### src/rtl/hmlf6_vq_ctrl.sv
// Vector quantizer and sequencing controller for the 6-element 2nd-order MIS loop filter.
// Picks the k largest filter outputs with rotated tie-breaking, owns filter clear, recovers from overload.
module hmlf6_vq_ctrl #(
    parameter int CLR_CYC = 2,
    parameter int OVL_TH  = 20,
    parameter int OVL_CNT = 8
) (
    input  logic              clk,
    input  logic              rst,
    input  logic              en,
    input  logic              bypass,
    input  logic [2:0]        din,
    input  logic signed [5:0] sfm5,
    input  logic signed [5:0] sfm4,
    input  logic signed [5:0] sfm3,
    input  logic signed [5:0] sfm2,
    input  logic signed [5:0] sfm1,
    input  logic signed [5:0] sfm0,
    output logic [5:0]        sv,
    output logic              filt_rstn,
    output logic              ovl_flag,
    input  logic              ovl_clr,
    output logic [1:0]        state
);

    typedef enum logic [1:0] {
        IDLE  = 2'd0,
        CLEAR = 2'd1,
        RUN   = 2'd2
    } state_t;

    state_t            state_r, state_nxt;
    logic [3:0]        clr_cnt_r;
    logic [7:0]        ovl_cnt_r;
    logic [2:0]        ptr_r;
    logic [5:0]        sv_r, sv_nxt;
    logic              filt_rstn_r;
    logic              ovl_flag_r;

    logic signed [5:0] sfm_a [6];
    logic [2:0]        rank_s [6];
    logic [5:0]        sel_s, th_s, ovl_s;
    logic [2:0]        k_s, ptr_nxt;
    logic [3:0]        psum_s;
    logic              any_ovl, trigger, run_stay;

    // Rotated position of element x relative to the tie-break pointer p.
    function automatic logic [2:0] rot(input logic [2:0] x, input logic [2:0] p);
        if (x >= p) rot = x - p;
        else        rot = x + 3'd6 - p;
    endfunction

    // Magnitude in 7 bits so that -32 maps to +32.
    function automatic logic [6:0] mag7(input logic signed [5:0] v);
        logic [6:0] ext;
        ext = {v[5], v};
        if (v[5]) mag7 = 7'd0 - ext;
        else      mag7 = ext;
    endfunction

    assign sfm_a[0] = sfm0;
    assign sfm_a[1] = sfm1;
    assign sfm_a[2] = sfm2;
    assign sfm_a[3] = sfm3;
    assign sfm_a[4] = sfm4;
    assign sfm_a[5] = sfm5;

    assign k_s     = (din > 3'd6) ? 3'd6 : din;
    assign psum_s  = {1'b0, ptr_r} + {1'b0, k_s};
    assign ptr_nxt = (psum_s >= 4'd6) ? 3'(psum_s - 4'd6) : psum_s[2:0];

    // Rank every element: number of others that beat it by value, then by rotated index.
    always_comb begin
        for (int i = 0; i < 6; i++) begin
            rank_s[i] = 3'd0;
            for (int j = 0; j < 6; j++) begin
                if (j != i && ((sfm_a[j] > sfm_a[i]) ||
                    (sfm_a[j] == sfm_a[i] && rot(3'(j), ptr_r) < rot(3'(i), ptr_r)))) begin
                    rank_s[i] = rank_s[i] + 3'd1;
                end else begin
                    rank_s[i] = rank_s[i];
                end
            end
            sel_s[i] = (rank_s[i] < k_s);
            th_s[i]  = (3'(i) < k_s);
            ovl_s[i] = (mag7(sfm_a[i]) >= 7'(OVL_TH));
        end
    end

    assign any_ovl = |ovl_s;
    assign trigger = (state_r == RUN) && en && !bypass && any_ovl &&
                     (ovl_cnt_r >= 8'(OVL_CNT - 1));

    // Next-state and next-output decode.
    always_comb begin
        state_nxt = state_r;
        sv_nxt    = 6'd0;
        case (state_r)
            IDLE: begin
                if (en) state_nxt = CLEAR;
                else    state_nxt = IDLE;
            end
            CLEAR: begin
                if (!en)                               state_nxt = IDLE;
                else if (clr_cnt_r == 4'(CLR_CYC - 1)) state_nxt = RUN;
                else                                   state_nxt = CLEAR;
            end
            RUN: begin
                if (!en)          state_nxt = IDLE;
                else if (trigger) state_nxt = CLEAR;
                else              state_nxt = RUN;
            end
            default: state_nxt = IDLE;
        endcase
        if (state_r == RUN && state_nxt == RUN) sv_nxt = bypass ? th_s : sel_s;
        else                                    sv_nxt = 6'd0;
    end

    assign run_stay = (state_r == RUN) && (state_nxt == RUN);

    // State, outputs, pointer and counters.
    always_ff @(posedge clk or posedge rst) begin
        if (rst) begin
            state_r     <= IDLE;
            sv_r        <= 6'd0;
            filt_rstn_r <= 1'b0;
            clr_cnt_r   <= 4'd0;
            ovl_cnt_r   <= 8'd0;
            ptr_r       <= 3'd0;
        end else begin
            state_r     <= state_nxt;
            sv_r        <= sv_nxt;
            filt_rstn_r <= (state_nxt == RUN);
            if (state_r == CLEAR && state_nxt == CLEAR) clr_cnt_r <= clr_cnt_r + 4'd1;
            else                                        clr_cnt_r <= 4'd0;
            if (!run_stay)
                ovl_cnt_r <= 8'd0;
            else if (bypass)
                ovl_cnt_r <= ovl_cnt_r;
            else if (!any_ovl)
                ovl_cnt_r <= 8'd0;
            else if (ovl_cnt_r >= 8'(OVL_CNT))
                ovl_cnt_r <= 8'(OVL_CNT);
            else
                ovl_cnt_r <= ovl_cnt_r + 8'd1;
            if (state_nxt == RUN && state_r != RUN) ptr_r <= 3'd0;
            else if (run_stay && !bypass)           ptr_r <= ptr_nxt;
            else                                    ptr_r <= ptr_r;
        end
    end

    // Sticky overload flag; a new trigger wins over a simultaneous clear.
    always_ff @(posedge clk or posedge rst) begin
        if (rst)          ovl_flag_r <= 1'b0;
        else if (trigger) ovl_flag_r <= 1'b1;
        else if (ovl_clr) ovl_flag_r <= 1'b0;
        else              ovl_flag_r <= ovl_flag_r;
    end

    assign sv        = sv_r;
    assign filt_rstn = filt_rstn_r;
    assign ovl_flag  = ovl_flag_r;
    assign state     = state_r;

endmodule

### config.mk
export PLATFORM = sky130hd
export DESIGN_NAME = hmlf6_vq_ctrl
export DESIGN_NICKNAME = d
export VERILOG_FILES = /design/src/rtl/hmlf6_vq_ctrl.sv
export SDC_FILE = /design/constraint.sdc
export NUM_CORES = 1
export LEC_CHECK = 0
export CAP_MARGIN = 10
export CORE_MARGIN = 2
export CORE_UTILIZATION = 55
export CTS_BUF_LIST = sky130_fd_sc_hd__clkbuf_4 sky130_fd_sc_hd__clkbuf_8
export CTS_CLUSTER_SIZE = 12
export DETAILED_ROUTE_END_ITERATION = 8
export GPL_TIMING_DRIVEN = 0
export PLACE_DENSITY_LB_ADDON = 0.1
export SLEW_MARGIN = 15
export SYNTH_ARGS = -nofsm -noshare
export SYNTH_HDL_FRONTEND = slang
export SYNTH_SLANG_ARGS = --single-unit
export TNS_END_PERCENT = 100
### constraint.sdc
create_clock -name clk -period 13.25 [get_ports clk]
set_input_delay 3.975 -clock clk [delete_from_list [all_inputs] [get_ports clk]]
set_output_delay 3.975 -clock clk [all_outputs]
set_load 0.05 [all_outputs]
==> results.tsv <==
stage	metric	value	unit
status	status	completed	
run	Max Cap Viol	0	
worst_setup_path	Crit Path Class	in -> reg	
timing	hold slack	0.491	ns
timing	Worst Slack Setup Final	4.57	ns
detailed_routing	initial drt markers	309	
yosys	Yosys top cell area share	32.0	%
yosys	EDFF count, synth	0	
clock_tree	Clock Latency Late Sink	0.28	ns
finish	Nets	1040	
grt	GRT Total Usage	30.0	%
placed_design	area post-placement	0.00691	mm²
yosys	top-count cell post-synth	ha_1	
grt	vias in the first global route	5839	
placed_design	gp weighted congestion	0.941	
yosys	Synth Flop Type	dfrtp_1	
clock_tree	Post-CTS Hold Fix Bufs	0	
floorplan	die span in y	110	µm
clock_tree	CTS Buffer Depth	2	
yosys	flops & latches, synth	25	
timing	Final Max Tran Viols	0	
floorplan	Core Rows	38	
timing	final hold violations	0	
detailed_routing	DRC violations left	0	
finish	area grow syn2layout	12.0	%
worst_setup_path	critical path data arrival time	8.88	ns
worst_setup_path	Startpoint Class	primary input	
detailed_routing	total wire length	17800	µm
yosys	Post-Syn Area	0.00622	mm²
finish	Post-Layout Cell Count	975	
floorplan	number of top-level pins	54	
finish	Inserted Diodes	0	
placed_design	dpl hpwl	15200	µm
yosys	XOR/XNOR Fraction of Synth Area	5.05	%
timing	Final Skew	0.00588	ns
timing	maximum clock rate	115	MHz
placed_design	Port Buf Inserts	52	
floorplan	core region area	0.0109	mm²
clock_tree	CTS Buf Count	3	
worst_setup_path	WP data required	13.45	ns
timing	actual slew at the worst max-slew pin	0.975	ns
clock_tree	CTS sink count	25	
clock_tree	Root Driver	clkbuf_8	
timing	Setup TNS	0	ns
detailed_routing	ANT nets after route	0	
placed_design	placed insts	971	
yosys	Post-Syn Nets	983	
yosys	post-synthesis simple-gate area fraction	19.6	%
floorplan	Die Wd	110	µm
finish	Design Area, Final	0.00696	mm²
floorplan	Initial Util	56.8	%
timing	Final Cycle Share	65.5	%
detailed_routing	Vias/cell	6.09	
yosys	register area share after synthesis	10.1	%
finish	share of layout cells above drive strength 1	4.07	%
yosys	Mean Syn Cell Area	7.98	µm²
timing	crit path time final	8.68	ns
timing	unrepaired setup endpoints after global routing	no	
yosys	top cells by area, synth	ha_1 32%, dfrtp_1 10%, inv_1 5.7%, xnor2_1 3.5%, nand2_1 3.3%	
floorplan	die area	0.0122	mm²
grt	antenna violations before repair	0	
grt	gr ovfl total	0	
pwr	Leak Pwr	3.36	nW
clock_tree	clk slew on worst S/H paths	0.08	ns
yosys	largest family of logic cells by synthesized area	adder cells	
worst_setup_path	highest net fanout along the worst path	7	
detailed_routing	total number of vias	5941	
detailed_routing	Pre-antenna DRT Iters	5	
yosys	cell taking the most area after synthesis	ha_1	
yosys	async set or reset register ratio after synthesis	100	%
pwr	Power Total	0.716	mW
yosys	YS warnings	0	
min_path	HP Class	reg -> reg	
finish	# fillers	1005	
yosys	complex-gate fraction of the synthesized area	20.1	%
yosys	mux contribution to synthesized area	5.37	%
yosys	Post-Synth Adder-Cell Area	33.3	%
clock_tree	cts repair resizes	0	
pwr	Pwr Density	103	mW/mm²
grt	global-route wire length before repair	28300	µm
detailed_routing	DR WL/cell	18.3	µm
clock_tree	H-tree depth	1	
placed_design	setup slack at placement	4.30	ns
clock_tree	postcts setup bufs	0	
finish	Final Util	63.7	%
yosys	Syn Inst Count	779	
grt	largest net degree at the start of global routing	26	
clock_tree	TritonCTS clock tree	done	
pwr	VDD IR-drop max	0.000119	V
worst_setup_path	Worst setup EP type	flop	
yosys	Netlist cell types	72	
timing	max_slew headroom	34.8	%
yosys	top cells by count, synth	159 x ha_1, 94 x inv_1, 54 x nand2_1, 42 x nor2_1, 35 x a21oi_1	
timing	# setup viols final	0	
-- final timing paths --
kind / start / to / slack (ns) / cells after the start
max: sfm5[1] / sv[5] / 4.57 / 20
max in group asynchronous: rst / ovl_cnt_r[0] / 8.48 / 2
min reg2reg: ovl_cnt_r[3] / ovl_cnt_r[3] / 0.49 / 2
min: ovl_cnt_r[3] / ovl_cnt_r[3] / 0.49 / 2
max reg2reg: ptr_r[1] / sv[5] / 6.93 / 24
min in group asynchronous: rst / clr_cnt_r[2] / 4.20 / 2
-- worst max-delay path, cell delays in order --
cell and delay (ns):
clkdlybuf4s50_1 0.61, inv_1 0.18, ha_1 0.35, nor2b_1 0.13
o21a_1 0.11, o21a_1 0.09, o21ai_0 0.08, a31oi_1 0.55
a21oi_1 0.14, ha_1 0.36, xor2_1 0.40, ha_1 0.32
mux2_2 0.28, ha_1 0.20, nand2b_1 0.08, xnor2_1 0.13
xnor2_1 0.17, ha_1 0.28, a211o_1 0.30, a32oi_1 0.14
-- routing by layer --
metal	part of all wire [%]	vias to the layer above	global-route usage, %
met4	1.9	0	7.14
li1	-	2948	-
met2	47	142	53.1
met5	0	-	0
met3	5.2	32	4.23
met1	46	2819	38.2
-- cells in the final DEF, fill, tap and decap left out, types with 4 or more instances in the layout --
cell type        instances
and3_1                  10
nor2_1                  42
or3_1                    4
o211ai_1                 9
maj3_1                   5
a32oi_1                  4
xnor2_1                 25
nand2b_1                16
a211oi_1                 6
a21o_1                  17
a41oi_1                  8
mux2i_1                 15
nand4_1                 14
and4_1                   4
a21oi_1                 35
xor2_1                   9
nor3_1                  11
nor2b_1                 28
and2_1                   7
mux2_2                  14
dfrtp_1                 25
o21ai_1                  7
ha_1                   159
clkbuf_1                 8
nor3b_1                  6
inv_1                   94
a31oi_1                  9
nand3_1                 20
nand3b_1                 4
o22ai_1                  7
clkdlybuf4s50_1         52
o21ai_0                 31
nand2_1                 54
a2111oi_0                5
o21a_1                   6
o31ai_1                  8
-- registers in the layout, summed over array words and instances, names as in the netlist --
signal	cells
sv	6
ovl_cnt_r	8
ovl_flag	1
state	2
filt_rstn	1
ptr_r	3
clr_cnt_r	4
-- kinds of logic after synthesis --
logic type                 count (synthesis)
and+or+nand+nor                          232
AOI/OAI and AO/OA                        184
adders and majority gates                166
buffers and inverters                    106
xor gates and xnor gates                  35
muxes                                     31
DFF                                       25
-- where the power goes --
group | total [mW] | leakage [nW] | switching (mW) | internal, mW
Sequential | 0.0858 | 0.344 | 0.00645 | 0.0793
Combinational | 0.582 | 2.99 | 0.338 | 0.243
Clock | 0.0488 | 0.0262 | 0.0251 | 0.0237
Total | 0.716 | 3.36 | 0.370 | 0.346
-- area by class of cell --
class	instances	area, µm²	area share [%]
Buffer	11	47.5	0.683
Timing Repair Buffer	52	520	7.48
Sequential cell	25	626	8.99
Multi-Input combinational cell	648	5190	74.5
Tap cell	140	175	2.52
Clock buffer	4	48.8	0.701
Inverter	95	357	5.12
Power figures use the tool's default switching activity.
